`src/rtl/config_access_ctrl.sv`:
```
// Command sequencer between a valid/ready command port and a simple register file.
// One command is outstanding at a time: accept in IDLE, strobe the regfile in EXEC,
// wait one cycle for registered read data (RDWAIT), then hold the response in RESP.
module config_access_ctrl #(
  parameter bit ECHO_WRITES = 1'b1
) (
  input  logic        clk,
  input  logic        reset_n,
  input  logic        cmd_valid,
  output logic        cmd_ready,
  input  logic [1:0]  cmd_op,
  input  logic [7:0]  cmd_addr,
  input  logic [7:0]  cmd_data,
  output logic [7:0]  write_addr,
  output logic [7:0]  write_data,
  output logic [7:0]  read_addr,
  output logic        write,
  output logic        read,
  output logic        load_config_defaults,
  input  logic [7:0]  read_data,
  output logic        rsp_valid,
  input  logic        rsp_ready,
  output logic [1:0]  rsp_op,
  output logic [7:0]  rsp_addr,
  output logic [7:0]  rsp_data,
  output logic        rsp_err,
  output logic [15:0] txn_count
);

  localparam logic [1:0] OpRead    = 2'b00;
  localparam logic [1:0] OpWrite   = 2'b01;
  localparam logic [1:0] OpLoadDef = 2'b10;
  localparam logic [1:0] OpIllegal = 2'b11;

  typedef enum logic [1:0] {StIdle, StExec, StRdWait, StResp} state_e;

  state_e      state_q, state_d;
  logic [1:0]  op_q;
  logic [7:0]  addr_q, data_q;
  logic [7:0]  rsp_data_q, rsp_data_d;
  logic [15:0] txn_count_q, txn_count_d;
  logic        ready_q;
  logic        accept;

  // ready_q keeps cmd_ready low until the first clock edge after reset release.
  assign cmd_ready = ready_q && (state_q == StIdle);
  assign accept    = cmd_valid && cmd_ready;

  // Next-state, response data and transaction count.
  always_comb begin
    state_d     = state_q;
    rsp_data_d  = rsp_data_q;
    txn_count_d = txn_count_q;
    unique case (state_q)
      StIdle: begin
        if (accept) state_d = StExec;
      end
      StExec: begin
        unique case (op_q)
          OpRead: state_d = StRdWait;
          OpWrite, OpLoadDef: begin
            rsp_data_d = (op_q == OpWrite) ? data_q : 8'h00;
            if (ECHO_WRITES) begin
              state_d = StResp;
            end else begin
              // Silent completion counts on EXEC exit since no handshake follows.
              state_d     = StIdle;
              txn_count_d = txn_count_q + 16'd1;
            end
          end
          OpIllegal: begin
            rsp_data_d = 8'h00;
            state_d    = StResp;
          end
          default: state_d = StIdle;
        endcase
      end
      StRdWait: begin
        rsp_data_d = read_data;
        state_d    = StResp;
      end
      StResp: begin
        if (rsp_ready) begin
          state_d     = StIdle;
          txn_count_d = txn_count_q + 16'd1;
        end
      end
      default: state_d = StIdle;
    endcase
  end

  // State, counters and response data registers.
  always_ff @(posedge clk or negedge reset_n) begin
    if (!reset_n) begin
      state_q     <= StIdle;
      rsp_data_q  <= 8'h00;
      txn_count_q <= 16'h0000;
      ready_q     <= 1'b0;
    end else begin
      state_q     <= state_d;
      rsp_data_q  <= rsp_data_d;
      txn_count_q <= txn_count_d;
      ready_q     <= 1'b1;
    end
  end

  // Command latch; holds the last accepted command while idle.
  always_ff @(posedge clk or negedge reset_n) begin
    if (!reset_n) begin
      op_q   <= 2'b00;
      addr_q <= 8'h00;
      data_q <= 8'h00;
    end else if (accept) begin
      op_q   <= cmd_op;
      addr_q <= cmd_addr;
      data_q <= cmd_data;
    end
  end

  // Strobes and response outputs decode straight from state so reset clears them at once.
  always_comb begin
    read                 = (state_q == StExec) && (op_q == OpRead);
    write                = (state_q == StExec) && (op_q == OpWrite);
    load_config_defaults = (state_q == StExec) && (op_q == OpLoadDef);
    rsp_valid            = (state_q == StResp);
    rsp_err              = (state_q == StResp) && (op_q == OpIllegal);
    rsp_op               = op_q;
    rsp_addr             = addr_q;
    rsp_data             = rsp_data_q;
    write_addr           = addr_q;
    read_addr            = addr_q;
    write_data           = data_q;
    txn_count            = txn_count_q;
  end

endmodule

```
`config.mk`:
```
export PLATFORM = sky130hd
export DESIGN_NAME = config_access_ctrl
export DESIGN_NICKNAME = d
export VERILOG_FILES = /design/src/rtl/config_access_ctrl.sv
export SDC_FILE = /design/constraint.sdc
export NUM_CORES = 1
export LEC_CHECK = 0
export ABC_AREA = 1
export CAP_MARGIN = 30
export CORE_MARGIN = 5
export CORE_UTILIZATION = 30
export DETAILED_ROUTE_END_ITERATION = 12
export PLACE_DENSITY = 0.57
export SYNTH_ARGS = -nofsm -noshare
export SYNTH_HDL_FRONTEND = slang
export SYNTH_SLANG_ARGS = --single-unit
```
`constraint.sdc`:
```
create_clock -name clk -period 1.6 [get_ports clk]
set_clock_uncertainty 0.05 [all_clocks]
set_input_delay 0.24 -clock clk [delete_from_list [all_inputs] [get_ports clk]]
set_output_delay 0.24 -clock clk [all_outputs]
set_load 0.02 [all_outputs]
```
==> results.yml <==
die:
  io_pins: 94
  num_rows: 32
  dieWidth_um: 99.2
  die_area_mm2: 0.00983
  coreArea_mm2: 0.00773
  start_util: 0.309
  dieHeight_um: 99.2
place:
  hpwlAfterDp_um: 4440
  io_buffer_count: 93
  placed_area_mm2: 0.00345
  dp_slack_ns: -0.144
  gp_congestion: 0.762
clock_network:
  cts_buffers: 5
  cts_tree: "built"
  cts.sinks: 45
  cts-root-buf: "clkbuf_8"
  clk-insertion-delay-late_ns: 0.29
  clock_path_buffers: 2
  path_clk_slew_ns: 0.09
  cts_max_level: 2
logic_synthesis:
  synthXorXnorAreaFrac: 0.0331
  synth_simple_gate_area_share: 0.186
  synthAdderAreaFrac: 0.0577
  synth_seq_cells: 45
  synth_area_mm2: 0.00238
  yosysTopAreaCellShare: 0.472
  synth_compound_area_frac: 0.0593
  synth.distinct_cells: 27
  synth_top_family_by_area: "simple AND/OR/NAND/NOR gates"
  synth.avg_cell_area_um2: 9.46
  synth_fp_nets: 293
  synthCells: 252
  synth-seq-area-share: 0.472
  synth_top_cells_by_area: "dfrtp_1, nand2_1, mux2_2"
  synth_top_area_cell: "dfrtp_1"
  yosysWarnings: 0
  synthMuxAreaShare: 0.0756
sta:
  slew_violations: 0
  period_minus_slack_ns: 1.57
  finalHoldViolations: 0
  period_share: 0.981
  fmax_ghz: 0.637
  rsz0062_at_grt: "yes"
  finalSetupViolations: 0
  worst_slack_ns: 0.0300
setup_path:
  startpoint: "state_q[0]"
  arrival_ns: 1.28
  start_kind: "register"
  crit_buf_inv: 3
  crit_path_top_delay_cell: "dfrtp_2"
  crit_family: "flip-flops"
  r2r_start: "rsp_op[0]"
  crit_fanout: 4
  end_kind: "primary output"
  cpPeakStageDelay_ns: 0.45
  cp_cell_sequence: "buf_6 > ha_4 > nand2_1 > inv_1 > buf_2"
  critPathRequiredTime_ns: 1.31
  crit_type: "reg -> out"
drt:
  routed-wl-met3_um: 363
  wirelength_um: 5880
  wl_per_cell_um: 12.8
  dr.pass1.iters: 4
  drc_errors: 0
  wl_met1_um: 2670
  antenna_left: 0
  via_per_inst: 4.20
  num_vias: 1926
  drt_iter0_markers: 18
  top_layer: "met4"
  wl_met2_um: 2780
global_route:
  grt-ovfl-total: 0
  grt_util_all_layers: 0.114
  grt_max_degree: 21
  first_global_vias: 1856
  antenna_found_initial: 0
  grt_pass1_wl_um: 9080
finish:
  final_area_mm2: 0.00375
  fillers: 746
  antenna_cells: 0
  final_cell_mix: "nand2_1, dfrtp_1, dlygate4sd2_1"
  final_common_cell: "nand2_1"
  area_growth_pct: 57.1
  drive_above_1_share: 0.249
  nets: 397
power:
  ir_drop_mv: 0.661
  power.density_mw_per_mm2: 1790
  p_leak_nw: 2.08
outcome:
  status: "complete, no violations"
run:
  drv_cap: 0
min_path:
  hold_path.class: "in -> async"
## kinds of logic after synthesis
family,count (synthesis)
other,1
DFF,45
buffers and inverters,51
muxes,16
xor gates and xnor gates,9
adders and majority gates,11
and+or+nand+nor,96
AOI/OAI and AO/OA,23
## Yosys cell counts
cell type	instances
nand4_1	4
nand3b_1	2
a21oi_1	2
inv_2	3
ha_1	11
buf_4	16
o31ai_4	1
conb_1	1
nand2_1	63
nand2_2	5
o21ai_0	16
nor3_1	2
o21ai_2	2
nor3b_1	1
clkbuf_1	1
nand3_1	5
xor2_1	6
buf_6	3
mux2_2	16
nor2_1	6
xnor2_1	3
o21ai_1	1
nor2_4	4
a22oi_1	1
inv_1	28
dfrtp_1	45
nor2_2	4
## final cells by class
cell class | count | area [µm²] | area share
Sequential cell | 45 | 1130 | 0.302
Tap cell | 102 | 128 | 0.0341
Inverter | 31 | 121 | 0.0324
Multi-Input combinational cell | 156 | 1070 | 0.287
Clock inverter | 1 | 30.0 | 0.00802
Clock buffer | 7 | 86.3 | 0.0230
Timing Repair Buffer | 117 | 1180 | 0.314
## per-stage QoR
| stage | total power, mW | TNS, ns | util | hold WS [ns] | cells |
|---|---|---|---|---|---|
| after CTS | 6.43 | 0 | 0.457 | 0.361 | 452 |
| after floorplan | 4.11 | 0 | - | -0.106 | 252 |
| after global routing | 7.21 | -0.199 | 0.485 | 0.400 | 459 |
| final | 6.71 | 0 | 0.485 | 0.368 | 459 |
| after detailed placement | 5.71 | -0.567 | 0.446 | 0.156 | 442 |
| after global placement | 5.68 | -0.426 | 0.446 | 0.153 | 442 |
## power breakdown
| part | switching, mW | internal, mW | leakage, nW | total [mW] |
|---|---|---|---|---|
| combinational | 2.05 | 1.92 | 1.47 | 3.97 |
| sequential | 0.311 | 1.54 | 0.546 | 1.85 |
| clock | 0.388 | 0.510 | 0.0585 | 0.898 |
| total | 2.75 | 3.96 | 2.08 | 6.71 |
## path summary, 6_finish.rpt
kind / to / slack [ns] / cells past startpoint
setup / recovery: load_config_defaults / 0.03 / 5
max in group asynchronous: write_data[1] / 0.51 / 3
hold reg to reg: rsp_data[3] / 0.44 / 2
hold / removal: read_addr[5] / 0.37 / 2
min in group clk: rsp_data[3] / 0.44 / 2
setup reg to reg: rsp_data[0] / 0.05 / 6
## registers in the layout (all words and copies together), names as in the netlist
register	cells
ready_q	1
rsp_op	2
rsp_data	8
write_data	8
state_q	2
txn_count	16
read_addr	8
## routing by layer
metal  up-vias  track usage
met5         -            0
met3         5       0.0309
li1        982            -
met2        52        0.188
met1       887        0.147
met4         0       0.0315
## timing repair
action,4_1_cts,5_1_grt
hold buffers,1,0
setup endpoints to repair,56,60
resized for setup,61,55
gates cloned,0,1
pin swaps,0,10
endpoints found under the hold margin,16,0
setup buffers,1,6
(Power assumes the default switching activity.)
